**config.mk**
```make
export PLATFORM = sky130hd
export DESIGN_NAME = perceptron_param_loader_flat
export DESIGN_NICKNAME = d
export VERILOG_FILES = /design/src/rtl/perceptron_pkg.sv /design/src/rtl/perceptron_param_loader_if.sv /design/src/rtl/param_slot.sv /design/src/rtl/perceptron_param_loader.sv /design/src/flat_wrapper.sv
export SDC_FILE = /design/constraint.sdc
export NUM_CORES = 1
export LEC_CHECK = 0
export ABC_CLOCK_PERIOD_IN_PS = 2800
export BUFFER_PORTS_ARGS = -buffer_cell sky130_fd_sc_hd__buf_2
export CAP_MARGIN = 10
export CORE_ASPECT_RATIO = 1.4
export CORE_MARGIN = 3
export CORE_UTILIZATION = 40
export DETAILED_ROUTE_END_ITERATION = 10
export GPL_TIMING_DRIVEN = 0
export SYNTH_ARGS = -nofsm -noshare
export SYNTH_HDL_FRONTEND = slang
export SYNTH_HIERARCHICAL = 1
export SYNTH_SLANG_ARGS = --single-unit
```
**constraint.sdc**
```tcl
create_clock -name clk -period 2.8 [get_ports clk]
set_input_delay 0.28 -clock clk [delete_from_list [all_inputs] [get_ports clk]]
set_output_delay 0.28 -clock clk [all_outputs]
set_load 0.005 [all_outputs]
```
**src/rtl/perceptron_pkg.sv**
```systemverilog
// Shared types and default sizing for the perceptron parameter loader.
package perceptron_pkg;

  localparam int N_NEURONS_DEF = 6;
  localparam int W_WIDTH_DEF   = 4;
  localparam int B_WIDTH_DEF   = 6;

  // One neuron's parameters as carried on the stream, w1 in the LSBs.
  typedef struct packed {
    logic [B_WIDTH_DEF-1:0] bias;
    logic [W_WIDTH_DEF-1:0] w2;
    logic [W_WIDTH_DEF-1:0] w1;
  } param_beat_t;

  typedef enum logic [2:0] {
    IDLE     = 3'd0,
    LOAD     = 3'd1,
    DRAIN    = 3'd2,
    COMMIT   = 3'd3,
    ERR_DONE = 3'd4
  } loader_state_t;

endpackage

```
**src/rtl/perceptron_param_loader_if.sv**
```systemverilog
// Valid/ready parameter stream: one neuron {bias, w2, w1} per beat.
interface perceptron_param_loader_if
  import perceptron_pkg::*;
#(
  parameter int W_WIDTH = W_WIDTH_DEF,
  parameter int B_WIDTH = B_WIDTH_DEF
);
  localparam int D_WIDTH = B_WIDTH + 2 * W_WIDTH;

  logic               in_valid;
  logic               in_ready;
  logic [D_WIDTH-1:0] in_data;
  logic               in_last;

  modport master (output in_valid, output in_data, output in_last, input in_ready);
  modport slave  (input in_valid, input in_data, input in_last, output in_ready);
endinterface

```
**src/rtl/param_slot.sv**
```systemverilog
// One neuron's shadow (being loaded) and active (seen by the layer) registers.
module param_slot #(
  parameter int W_WIDTH = 4,
  parameter int B_WIDTH = 6
) (
  input  logic               clk,
  input  logic               rst_n,
  input  logic               we_i,
  input  logic               commit_i,
  input  logic [W_WIDTH-1:0] w1_i,
  input  logic [W_WIDTH-1:0] w2_i,
  input  logic [B_WIDTH-1:0] bias_i,
  output logic [W_WIDTH-1:0] w1_o,
  output logic [W_WIDTH-1:0] w2_o,
  output logic [B_WIDTH-1:0] bias_o
);

  logic [W_WIDTH-1:0] w1_sh_q, w2_sh_q;
  logic [B_WIDTH-1:0] bias_sh_q;
  logic [W_WIDTH-1:0] w1_act_q, w2_act_q;
  logic [B_WIDTH-1:0] bias_act_q;

  // Shadow capture on an accepted beat addressed to this slot.
  always_ff @(posedge clk or negedge rst_n) begin
    if (!rst_n) begin
      w1_sh_q   <= '0;
      w2_sh_q   <= '0;
      bias_sh_q <= '0;
    end else if (we_i) begin
      w1_sh_q   <= w1_i;
      w2_sh_q   <= w2_i;
      bias_sh_q <= bias_i;
    end
  end

  // Active set only moves on the commit edge, so the layer never sees a partial set.
  always_ff @(posedge clk or negedge rst_n) begin
    if (!rst_n) begin
      w1_act_q   <= '0;
      w2_act_q   <= '0;
      bias_act_q <= '0;
    end else if (commit_i) begin
      w1_act_q   <= w1_sh_q;
      w2_act_q   <= w2_sh_q;
      bias_act_q <= bias_sh_q;
    end
  end

  assign w1_o   = w1_act_q;
  assign w2_o   = w2_act_q;
  assign bias_o = bias_act_q;

endmodule

```
**src/rtl/perceptron_param_loader.sv**
```systemverilog
// Frame-based parameter loader: collects N_NEURONS beats in shadow slots and
// commits them atomically; short or long frames are drained and discarded.
module perceptron_param_loader
  import perceptron_pkg::*;
#(
  parameter int N_NEURONS = N_NEURONS_DEF,
  parameter int W_WIDTH   = W_WIDTH_DEF,
  parameter int B_WIDTH   = B_WIDTH_DEF
) (
  input  logic                           clk,
  input  logic                           rst_n,
  perceptron_param_loader_if.slave       in_if,
  output logic [N_NEURONS*W_WIDTH-1:0]   w1_flat,
  output logic [N_NEURONS*W_WIDTH-1:0]   w2_flat,
  output logic [N_NEURONS*B_WIDTH-1:0]   bias_flat,
  output logic                           params_valid,
  output logic                           commit_pulse,
  output logic                           frame_err
);

  localparam int IDX_W = (N_NEURONS > 1) ? $clog2(N_NEURONS) : 1;
  localparam logic [IDX_W-1:0] IDX_LAST = IDX_W'(N_NEURONS - 1);

  loader_state_t    state_q, state_d;
  logic [IDX_W-1:0] idx_q, idx_d;
  logic             params_valid_q, params_valid_d;
  logic             commit_pulse_q, commit_pulse_d;
  logic             frame_err_q, frame_err_d;
  logic             load_en, commit_en, accept;

  assign in_if.in_ready = (state_q == IDLE) || (state_q == LOAD) || (state_q == DRAIN);
  assign accept         = in_if.in_valid && in_if.in_ready;

  // State, beat index and registered status outputs.
  always_ff @(posedge clk or negedge rst_n) begin
    if (!rst_n) begin
      state_q        <= IDLE;
      idx_q          <= '0;
      params_valid_q <= 1'b0;
      commit_pulse_q <= 1'b0;
      frame_err_q    <= 1'b0;
    end else begin
      state_q        <= state_d;
      idx_q          <= idx_d;
      params_valid_q <= params_valid_d;
      commit_pulse_q <= commit_pulse_d;
      frame_err_q    <= frame_err_d;
    end
  end

  // Frame parsing: count beats, classify short/exact/long frames.
  always_comb begin
    state_d        = state_q;
    idx_d          = idx_q;
    load_en        = 1'b0;
    commit_en      = 1'b0;
    params_valid_d = params_valid_q;
    commit_pulse_d = 1'b0;
    frame_err_d    = 1'b0;
    unique case (state_q)
      IDLE: begin
        if (accept) begin
          load_en = 1'b1;
          idx_d   = idx_q + IDX_W'(1);
          if (in_if.in_last)       state_d = ERR_DONE;
          else if (N_NEURONS > 1)  state_d = LOAD;
          else                     state_d = DRAIN;
        end
      end
      LOAD: begin
        if (accept) begin
          load_en = 1'b1;
          if (idx_q == IDX_LAST) begin
            // Index holds here; it is cleared on the way back to IDLE.
            state_d = in_if.in_last ? COMMIT : DRAIN;
          end else begin
            idx_d = idx_q + IDX_W'(1);
            if (in_if.in_last) state_d = ERR_DONE;
          end
        end
      end
      DRAIN: begin
        if (accept && in_if.in_last) state_d = ERR_DONE;
      end
      COMMIT: begin
        commit_en      = 1'b1;
        commit_pulse_d = 1'b1;
        params_valid_d = 1'b1;
        idx_d          = '0;
        state_d        = IDLE;
      end
      ERR_DONE: begin
        frame_err_d = 1'b1;
        idx_d       = '0;
        state_d     = IDLE;
      end
      default: begin
        idx_d   = '0;
        state_d = IDLE;
      end
    endcase
  end

  genvar gi;
  generate
    for (gi = 0; gi < N_NEURONS; gi++) begin : g_slot
      param_slot #(
        .W_WIDTH (W_WIDTH),
        .B_WIDTH (B_WIDTH)
      ) u_slot (
        .clk      (clk),
        .rst_n    (rst_n),
        .we_i     (load_en && (idx_q == IDX_W'(gi))),
        .commit_i (commit_en),
        .w1_i     (in_if.in_data[W_WIDTH-1:0]),
        .w2_i     (in_if.in_data[2*W_WIDTH-1:W_WIDTH]),
        .bias_i   (in_if.in_data[2*W_WIDTH+B_WIDTH-1:2*W_WIDTH]),
        .w1_o     (w1_flat[gi*W_WIDTH +: W_WIDTH]),
        .w2_o     (w2_flat[gi*W_WIDTH +: W_WIDTH]),
        .bias_o   (bias_flat[gi*B_WIDTH +: B_WIDTH])
      );
    end
  endgenerate

  assign params_valid = params_valid_q;
  assign commit_pulse = commit_pulse_q;
  assign frame_err    = frame_err_q;

endmodule
```
**src/flat_wrapper.sv**
```systemverilog
// flat-port wrapper written by rule: the top's interface ports become plain ports
module perceptron_param_loader_flat import perceptron_pkg::*;
#(
  parameter int N_NEURONS = N_NEURONS_DEF,
  parameter int W_WIDTH   = W_WIDTH_DEF,
  parameter int B_WIDTH   = B_WIDTH_DEF
)
  (clk, rst_n, w1_flat, w2_flat, bias_flat, params_valid, commit_pulse, frame_err, in_if_in_valid, in_if_in_data, in_if_in_last, in_if_in_ready);
  perceptron_param_loader_if #(.W_WIDTH(W_WIDTH), .B_WIDTH(B_WIDTH)) in_if_i ();
  input  logic clk;
  input  logic rst_n;
  output logic [N_NEURONS*W_WIDTH-1:0] w1_flat;
  output logic [N_NEURONS*W_WIDTH-1:0] w2_flat;
  output logic [N_NEURONS*B_WIDTH-1:0] bias_flat;
  output logic params_valid;
  output logic commit_pulse;
  output logic frame_err;
  input wire logic [$bits(in_if_i.in_valid)-1:0] in_if_in_valid;
  input wire logic [$bits(in_if_i.in_data)-1:0] in_if_in_data;
  input wire logic [$bits(in_if_i.in_last)-1:0] in_if_in_last;
  output wire logic [$bits(in_if_i.in_ready)-1:0] in_if_in_ready;
  assign in_if_i.in_valid = in_if_in_valid;
  assign in_if_i.in_data = in_if_in_data;
  assign in_if_i.in_last = in_if_in_last;
  assign in_if_in_ready = in_if_i.in_ready;
  perceptron_param_loader #(.N_NEURONS(N_NEURONS), .W_WIDTH(W_WIDTH), .B_WIDTH(B_WIDTH)) u_core (.clk(clk), .rst_n(rst_n), .in_if(in_if_i), .w1_flat(w1_flat), .w2_flat(w2_flat), .bias_flat(bias_flat), .params_valid(params_valid), .commit_pulse(commit_pulse), .frame_err(frame_err));
endmodule
```
# ---- Yosys cells after proc, flatten, opt, wreduce, memory -nomap -nowiden
# Index checks and enable logic that the tools add are counted.
dict set report totals {
  reg_bits 177
  inputBits 18
  wordCells 88
}
dict set report op_classes {
  n_addsub 1
  n_eq_ne 14
  mux 16
  bitwise_logic 1
  reduce_logical 15
}
# operator count
set ops {}
lappend ops {{$mux 3} 9}
lappend ops {{$pmux 3 s3} 2}
lappend ops {{$eq 3x2->1 const B} 4}
lappend ops {{$eq 3x3->1 const B} 3}
lappend ops {{$logic_and 1x1->1} 8}
lappend ops {{$reduce_and 4->1} 2}
lappend ops {{$eq 3x1->1 const B} 2}
lappend ops {{$logic_not 3->1} 2}
lappend ops {{$mux 1} 5}
lappend ops {{$ne 2x1->1 const B} 2}
lappend ops {{$ne 2x2->1 const B} 2}
lappend ops {{$add 3x1->3 const B} 1}
lappend ops {{$ne 3x3->1 const B} 1}
lappend ops {{$logic_or 1x1->1} 2}
lappend ops {{$reduce_or 2->1} 1}
lappend ops {{$not 1->1} 1}

# ---- Logic depth before layout (Yosys ltp)
# Gate-level depths: netlist of run 1.
dict set report depth {
  word_depth 7
  mapped_depth 6
}

# ---- Cells and area by module
# Netlist of run 1, hierarchy kept.
# module n_inst cells_each area_each_um2
set by_module_without_submodules {}
lappend by_module_without_submodules {param_slot 6 58 1038.5}
lappend by_module_without_submodules {perceptron_param_loader 1 55 544.3}

# ---- Worst setup path after synthesis of run 1
# OpenSTA, ideal clock, no wires.
dict set report synth_timing {
  path_type {reg-to-reg}
  startpoint {register u_core.state_q[0]}
  endpoint {register u_core.g_slot[0].u_slot.bias_act_q[1]}
  arrival_ns 2.531
  required_time_ns 2.675
  setup_slack_ns 0.144
  path_stages_with_launch 6
  n_path_buf 2
  period_less_slack_ns 2.656
  path_cell_list {dfrtp_1 buf_2 nand2_1 nor2_1 buf_6 mux2_2}
}
dict set report synth_via {
  elab_chain_cells 2
}
# element line
set synth_rtl {}
lappend synth_rtl {{start: declaration} perceptron_param_loader.sv:24} ;# loader_state_t state_q, state_d;
lappend synth_rtl {{start signal: assignment} perceptron_param_loader.sv:43} ;# state_q <= state_d;
lappend synth_rtl {{$eq 3x2->1} perceptron_param_loader.sv:60} ;# unique case (state_q)
lappend synth_rtl {{$mux 1} perceptron_param_loader.sv:60}
lappend synth_rtl {{net u_core.commit_en} perceptron_param_loader.sv:29} ;# logic load_en, commit_en, accept;
lappend synth_rtl {{end signal: assignment} param_slot.sv:45} ;# bias_act_q <= bias_sh_q;
lappend synth_rtl {{end: declaration} param_slot.sv:21} ;# logic [B_WIDTH-1:0] bias_act_q;
# The timed path passes the listed nets, and every way through them passes these cells.
# A chain may end at the register's enable or synchronous reset.

# ---- Final worst setup path of run 1
dict set report layout_timing {
  startpoint {register u_core.state_q[2]}
  endpoint {register u_core.g_slot[0].u_slot.w2_sh_q[1]}
}
dict set report layout_via {
  elab_chain_cells 7
  word_cells_on_any_way 10
}
# element line
set layout_rtl {}
lappend layout_rtl {{$eq 3x1->1 / $logic_not 3->1 (equally long branches)} {perceptron_param_loader.sv:31, perceptron_param_loader.sv:60}}
lappend layout_rtl {{$logic_or 1x1->1 (2 in a row)} perceptron_param_loader.sv:31} ;# assign in_if.in_ready = (state_q == IDLE) || (state_q == LOAD) || (state_q == DRAIN);
lappend layout_rtl {{$logic_and 1x1->1} perceptron_param_loader.sv:32} ;# assign accept = in_if.in_valid && in_if.in_ready;
lappend layout_rtl {{$mux 1} {perceptron_param_loader.sv:62, perceptron_param_loader.sv:71}}
lappend layout_rtl {{$mux 1 (*)} -}
lappend layout_rtl {{$logic_and 1x1->1 (*)} perceptron_param_loader.sv:113} ;# .we_i (load_en && (idx_q == IDX_W'(gi))),
lappend layout_rtl {{end signal: assignment} param_slot.sv:31} ;# w2_sh_q <= w2_i;
lappend layout_rtl {{end: declaration} param_slot.sv:18} ;# logic [W_WIDTH-1:0] w1_sh_q, w2_sh_q;
# Every way passes the cells marked *; elsewhere a longest branch is shown, timed or not.

==> summary.txt, run 1 <==
Status
  – Result of the run: finished, final reports clean

Worst setup path
  – Cell breakdown of the critical path: or3b_1, buf_6, nor3b_1, buf_6, mux2_2
  – Critical path buffers and inverters: 2
  – Type of element launching the critical path: flip-flop
  – Cell with the biggest individual delay on the critical path: sky130_fd_sc_hd__nor3b_1
  – Worst EP arrival: 2.88 ns
  – Type of the setup path with the least slack: reg2reg
  – Critical path fanouts, max: 10
  – Dominant delay contributor by cell family on the critical path: simple AND/OR/NAND/NOR gates
  – Capturing element type of the critical path: flip-flop
  – Cell repeated most along the worst path: sky130_fd_sc_hd__buf_6
  – Data required time at the worst endpoint: approximately 3.1 ns
  – Maximum single-stage delay on the critical path: ~0.80 ns

Die
  – Standard-cell rows: 55
  – Die X: roughly 120 um
  – I/O Pins: 106
  – Die Area: about 19,000 sq um
  – Initial cell density of the core: 41.4%
  – Placeable core region: 16,400 sq um
  – Die Ht: about 160 um

Timing
  – Count of endpoints failing setup in the final report: 0
  – Final setup slack of the worst path: ~0.22 ns
  – Transition time at the pin with the least slew margin: 1.01 ns
  – Worst slew margin: 32.8%
  – Upper clock frequency limit: between 0.3 and 0.4 GHz
  – Unrepaired setup endpoints after global routing: no
  – Tmin final: 2.58 ns
  – Setup Skew: between 0.009 and 0.01 ns
  – Final hold violation count: 0
  – Number of pins with negative max-slew slack in the final report: 0
  – Final cycle utilization of the critical path: between 90% and 100%

Route
  – Total DRC errors in the routed layout: 0
  – Drt wl/cell: ~18 um
  – Routed WL: about 13 mm
  – ANT nets after route: 0
  – Total number of vias: between 3,000 and 4,000
  – Drt first pass iters: 4
  – Vias per std cell: 4.98
  – Starting DRT DRC Count: around 140

Layout
  – Top library cells by usage in the layout, fill and taps aside: sky130_fd_sc_hd__dfrtp_1 (177), sky130_fd_sc_hd__mux2_2 (168), sky130_fd_sc_hd__buf_2 (106)
  – Finished Cell Area: a little over 8000 sq um
  – Share of final-layout standard cells stronger than drive strength 1: 59.7%
  – Net total in the final layout: 553
  – Area Growth Syn to Fin: 21.3%
  – Antenna diode count: 0
  – Commonest non-fill, non-tap cell in the layout: sky130_fd_sc_hd__dfrtp_1

Yosys
  – Dominant combinational cell family by area after synthesis: multiplexers
  – Cells after Synth: a little over 400
  – Synth Area in Compound Gates: less than 1%
  – Syn_area_per_cell: ~17 sq um
  – Number of synthesized register bits: between 150 and 200
  – Yosys warning count: 6
  – Leading cell types by total area after synthesis: sky130_fd_sc_hd__dfrtp_1 (65%), sky130_fd_sc_hd__mux2_2 (28%), sky130_fd_sc_hd__buf_6 (2.3%), sky130_fd_sc_hd__ha_1 (0.92%), sky130_fd_sc_hd__nor3b_1 (0.44%)
  – Netlist Area Pre-Place: roughly 6800 sq um
  – Share of the synthesized area in the top cell type: approximately two thirds
  – Multiplexer fraction of the synthesized cell area: roughly 28%
  – Number of distinct library cells after synthesis: 26
  – Area leader, netlist: sky130_fd_sc_hd__dfrtp_1
  – Simple-Gate Fraction of Synth Area: 2.05%
  – Post-synthesis adder-cell area fraction: less than 1%
  – Register area share after synthesis: between 60 and 70%
  – Number of nets produced by synthesis: between 400 and 500
  – Post-Synth XOR/XNOR Area: 0%

CTS
  – Number of sinks handled by clock tree synthesis: 177
  – Post-CTS resize count: 0
  – Clk pin slew, worst setup/hold paths: ~0.060 ns
  – Library cell used as clock root buffer: sky130_fd_sc_hd__clkbuf_16
  – Number of CTS-inserted buffers: 17
  – TritonCTS clock tree: yes
  – Bufs on Longest Clock Path: 2
  – H-tree lvl count: 4
  – Hold-fix buffer count after cts: 1
  – Clock network latency to the later pin of the worst-skew pair: between 0.4 and 0.5 ns
  – Post-CTS Setup Inserts: 0

Global route
  – Initial antenna violation count: 0
  – Overflow left after global routing: 0
  – Maximum number of pins on one net before global-route repair: 92
  – Vias in the first global route: 3,944
  – Combined global-route utilization of all metal layers: between 15 and 20%
  – Wire length of the first global-routing pass: 21.5 mm

Power and ir drop
  – Cell Pwr Density: 938 nW/um^2
  – Leak Pwr: between 4 and 5 nW
  – Maximum VDD drop: 0.436 mV

Placement
  – Area after DPL: around 7600 sq um
  – DPL Wire Length: ~9.4 mm
  – Placer congestion estimate: about 0.73
  – Worst slack at placement: ~0.15 ns
  – Number of buffer cells added on primary ports: roughly 110

Flow run
  – MaxCap Viol Count: 0

Min path
  – Min-delay worst type: in2reg
==> cell families (layout without fill, tap and decap cells) <==
logic type | count (synthesis) | after routing
buffers and inverters | 21 | 161
muxes | 169 | 169
and+or+nand+nor | 23 | 23
AOI/OAI and AO/OA | 8 | 8
DFF | 177 | 177
adders and majority gates | 5 | 5
==> tightest hold or removal path: stages <==
cell                       delay, ns
sky130_fd_sc_hd__buf_2          0.11
sky130_fd_sc_hd__nand2_1        0.07
sky130_fd_sc_hd__a211oi_1       0.05
==> synthesized netlist by cell type (all sizes together) <==
master and instances:
nor2b 2, nand2 5, a211oi 1, nor2 4
a31oi 1, dfrtp 177, or2 1, buf 16
nand4b 1, mux2 169, and3 1, o21ai 1
nand3b 1, ha 5, nand3 1, or3b 1
nand4 1, a221oi 1, inv 5, nand2b 1
a21oi 2, a22o 2, nor3b 4
==> state kept, by name, summed over array words and instances (netlist names) <==
register / count
u_core/g_slot.u_slot/bias_o: 36
u_core/g_slot.u_slot/bias_sh_q: 36
u_core/g_slot.u_slot/w1_o: 24
u_core/g_slot.u_slot/w1_sh_q: 24
u_core/g_slot.u_slot/w2_o: 24
u_core/g_slot.u_slot/w2_sh_q: 24
u_core/idx_q: 3
u_core/state_q: 3
u_core/commit_pulse: 1
u_core/frame_err: 1
u_core/params_valid: 1
==> cell type report <==
type	count	area (sq um)
Buffer	16	168
Clock buffer	21	460
Fill cell	1400	8160
Inverter	5	18.8
Tap cell	199	249
Timing Repair Buffer	108	601
Multi-Input combinational cell	205	2170
Clock inverter	11	128
Sequential cell	177	4430
==> final timing paths <==
check                                         start  depth (start not counted)  slack [ns]                                    to
worst min-delay path                  in_if_in_last                          3        0.15                     u_core/state_q[2]
max in group asynchronous                     rst_n                          3        1.48  u_core/g_slot[5].u_slot/bias_sh_q[1]
worst max register to register    u_core/state_q[2]                          5        0.22    u_core/g_slot[0].u_slot/w2_sh_q[1]
min in group asynchronous                     rst_n                          2        0.45                   u_core/commit_pulse
worst max-delay path              u_core/state_q[2]                          5        0.22    u_core/g_slot[0].u_slot/w2_sh_q[1]
worst min register to register  u_core/params_valid                          1        0.47                   u_core/params_valid
==> per-layer routing <==
layer | share of wire [%] | wire, um | track usage [%] | up-vias
li1 | - | - | - | 1689
met1 | 41 | 5500 | 18.2 | 1914
met2 | 53 | 7070 | 25.9 | 77
met3 | 4.1 | 544 | 4.13 | 13
met4 | 1.3 | 173 | 4.91 | 0
met5 | 0 | 0 | 0 | -
==> power by group <==
group | switching [mW] | total (mW) | internal, mW
sequential | 0.423 | 3.86 | 3.43
clock | 0.941 | 2.31 | 1.37
combinational | 0.580 | 1.54 | 0.965
total | 1.94 | 7.71 | 5.77
==> through the flow <==
stage	setup TNS (ns)	hold WS [ns]	power [mW]	instances	util, %
floorplan	0	-0.0156	4.83	403	-
global placement	-268.99	0.449	5.37	707	46.1
detailed placement	0	0.325	5.49	709	46.5
CTS	0	0.131	7.84	742	50.2
global route	0	0.137	8.18	742	50.2
finish	0	0.149	7.71	742	50.2
Power figures use the tool's default switching activity.
==> run 2, diff against run 1 <==
--- a/config.mk
+++ b/config.mk
@@ -5,12 +5,13 @@
 export SDC_FILE = /design/constraint.sdc
 export NUM_CORES = 1
 export LEC_CHECK = 0
-export ABC_CLOCK_PERIOD_IN_PS = 2800
-export BUFFER_PORTS_ARGS = -buffer_cell sky130_fd_sc_hd__buf_2
+export ABC_CLOCK_PERIOD_IN_PS = 3000
+export BUFFER_PORTS_ARGS = -buffer_cell sky130_fd_sc_hd__buf_4
 export CAP_MARGIN = 10
 export CORE_ASPECT_RATIO = 1.4
 export CORE_MARGIN = 3
 export CORE_UTILIZATION = 40
+export CTS_CLUSTER_SIZE = 20
 export DETAILED_ROUTE_END_ITERATION = 10
 export GPL_TIMING_DRIVEN = 0
 export SYNTH_ARGS = -nofsm -noshare
==> constraint.sdc (replaced) <==
create_clock -name clk -period 3 [get_ports clk]
set_input_delay 0.3 -clock clk [delete_from_list [all_inputs] [get_ports clk]]
set_output_delay 0.3 -clock clk [all_outputs]
set_load 0.005 [all_outputs]
==> run 2 against run 1 <==
Count of clock-buffer cells in the layout down 2. Critical path type unchanged. Fmax up 0.24%. Core utilization up 2.0 points. Total power down 2.1%. Non-clock buffer count unchanged. Highest routed layer unchanged. Register-to-register slack better by 0.21 ns. Final cell count unchanged. Cell area up 3.9%. Sequential power down 6.5%.
==> summary.txt, run 2 (synthesized netlist as in run 1, its figures left out) <==
CTS
  – Post-CTS Setup Inserts: 0
  – H-tree lvl count: 4
  – Clock network latency to the later pin of the worst-skew pair: about 0.42 ns
  – Number of sinks handled by clock tree synthesis: between 150 and 200
  – Hold-fix buffer count after cts: 1
  – Number of CTS-inserted buffers: 17
  – Bufs on Longest Clock Path: 2
  – TritonCTS clock tree: yes
  – Library cell used as clock root buffer: sky130_fd_sc_hd__clkbuf_16
  – Clk pin slew, worst setup/hold paths: 0.07 ns
  – Post-CTS resize count: 0

Route
  – Drt wl/cell: 17.8 um
  – Total DRC errors in the routed layout: 0
  – Starting DRT DRC Count: about 200
  – Vias per std cell: ~5.0
  – Total number of vias: between 3,000 and 4,000
  – Drt first pass iters: 4
  – Routed WL: 13.2 mm
  – ANT nets after route: 0

Die
  – Die Ht: 160 um
  – Standard-cell rows: between 50 and 60
  – Die Area: around 19,000 sq um
  – Initial cell density of the core: 41.4%
  – Die X: around 120 um
  – I/O Pins: 106
  – Placeable core region: about 16,000 sq um

Timing
  – Count of endpoints failing setup in the final report: 0
  – Worst slew margin: roughly 33%
  – Upper clock frequency limit: 0.388 GHz
  – Setup Skew: roughly 0.009 ns
  – Unrepaired setup endpoints after global routing: no
  – Final setup slack of the worst path: approximately 0.42 ns
  – Final hold violation count: 0
  – Tmin final: 2.58 ns
  – Final-layout setup total negative slack: 0 ns
  – Final cycle utilization of the critical path: 85.9%
  – Number of pins with negative max-slew slack in the final report: 0
  – Transition time at the pin with the least slew margin: roughly 1 ns

Layout
  – Fill cell instance count of the final layout: ~1,300
  – Antenna diode count: 0
  – Area Growth Syn to Fin: 26.1%
  – Net total in the final layout: 553
  – Share of final-layout standard cells stronger than drive strength 1: around three fifths
  – Top library cells by usage in the layout, fill and taps aside: sky130_fd_sc_hd__dfrtp_1 (177), sky130_fd_sc_hd__mux2_2 (168), sky130_fd_sc_hd__buf_4 (104)
  – Post-route non-filler standard cell count: 742
  – Multi-input gate area in the final layout: 2170 sq um
  – Area used by sequential logic in the layout: 4430 sq um
  – Commonest non-fill, non-tap cell in the layout: sky130_fd_sc_hd__dfrtp_1

Placement
  – DPL Wire Length: 9.37 mm
  – Worst slack at placement: about 0.37 ns
  – Placed insts: between 700 and 800
  – Placer congestion estimate: around 0.73
  – Number of buffer cells added on primary ports: 105

Power and ir drop
  – Cell Pwr Density: between 800 and 900 nW/um^2
  – Maximum VDD drop: between 0.3 and 0.4 mV
  – Leak Pwr: about 4.2 nW

Worst setup path
  – Capturing element type of the critical path: flip-flop
  – Cell breakdown of the critical path: or3b_1, buf_6, nor3b_1, buf_6, mux2_2
  – Type of element launching the critical path: flip-flop
  – Type of the setup path with the least slack: reg2reg
  – Worst EP arrival: 2.87 ns
  – Critical path buffers and inverters: 2
  – Dominant delay contributor by cell family on the critical path: simple AND/OR/NAND/NOR gates
  – Critical path fanouts, max: 10
  – Cell repeated most along the worst path: sky130_fd_sc_hd__buf_6
  – Maximum single-stage delay on the critical path: 0.80 ns
  – Data required time at the worst endpoint: ~3.3 ns
  – Cell with the biggest individual delay on the critical path: sky130_fd_sc_hd__nor3b_1

Global route
  – Wire length of the first global-routing pass: ~22 mm
  – Maximum number of pins on one net before global-route repair: 92
  – Combined global-route utilization of all metal layers: roughly 15%
  – Initial antenna violation count: 0
  – Vias in the first global route: approximately 4,000
  – Overflow left after global routing: 0

Min path
  – Min-delay worst type: in2reg

Flow run
  – MaxCap Viol Count: 0

Status
  – Result of the run: finished, final reports clean
==> run 2: layout make-up <==
type,count,area share [%]
well taps,199,2.91
inverters,5,0.220
repair buffers,108,10.1
clock buffers,19,5.30
multi-input cells,205,25.4
clock inverters,13,2.31
flip-flops and latches,177,51.8
plain buffers,16,1.96
==> run 2: path summary, 6_finish.rpt <==
| kind | startpoint | endpoint | slack (ns) | cells past startpoint |
|---|---|---|---|---|
| max | u_core/state_q[2] | u_core/g_slot[0].u_slot/w2_sh_q[0] | 0.42 | 5 |
| min | in_if_in_last | u_core/state_q[2] | 0.17 | 3 |
| max reg2reg | u_core/state_q[2] | u_core/g_slot[0].u_slot/w2_sh_q[0] | 0.42 | 5 |
| min reg2reg | u_core/params_valid | u_core/params_valid | 0.47 | 1 |
| max in group asynchronous | rst_n | u_core/g_slot[3].u_slot/w2_sh_q[2] | 1.69 | 3 |
| min in group asynchronous | rst_n | u_core/params_valid | 0.46 | 2 |
==> run 2: where the power goes <==
part | total [mW] | internal [mW] | switching (mW)
registers | 3.61 | 3.20 | 0.402
logic | 1.56 | 1.02 | 0.538
clock network | 2.38 | 1.46 | 0.924
==> run 2: worst register-to-register path, cell delays in order, from the launching register on <==
cell and delay (ns):
sky130_fd_sc_hd__dfrtp_1 0.48, sky130_fd_sc_hd__or3b_1 0.42, sky130_fd_sc_hd__buf_6 0.15, sky130_fd_sc_hd__nor3b_1 0.80
sky130_fd_sc_hd__buf_6 0.26, sky130_fd_sc_hd__mux2_2 0.36
==> run 2: metal layers <==
metal	wire, um	track usage (%)
met3	624	3.87
met5	0	0
met1	5370	18.3
met4	189	5.96
met2	7050	25.7
==> run 2: stage by stage <==
stage	utilization [%]	power, mW	cell area [sq um]	hold slack (ns)
2_1_floorplan	-	4.51	6780	0.00441
3_3_place_gp	47.7	5.15	7810	0.455
3_5_place_dp	48.1	5.25	7880	0.352
4_1_cts	52.2	7.67	8540	0.142
5_1_grt	52.2	7.98	8540	0.172
6_report	52.2	7.55	8540	0.170
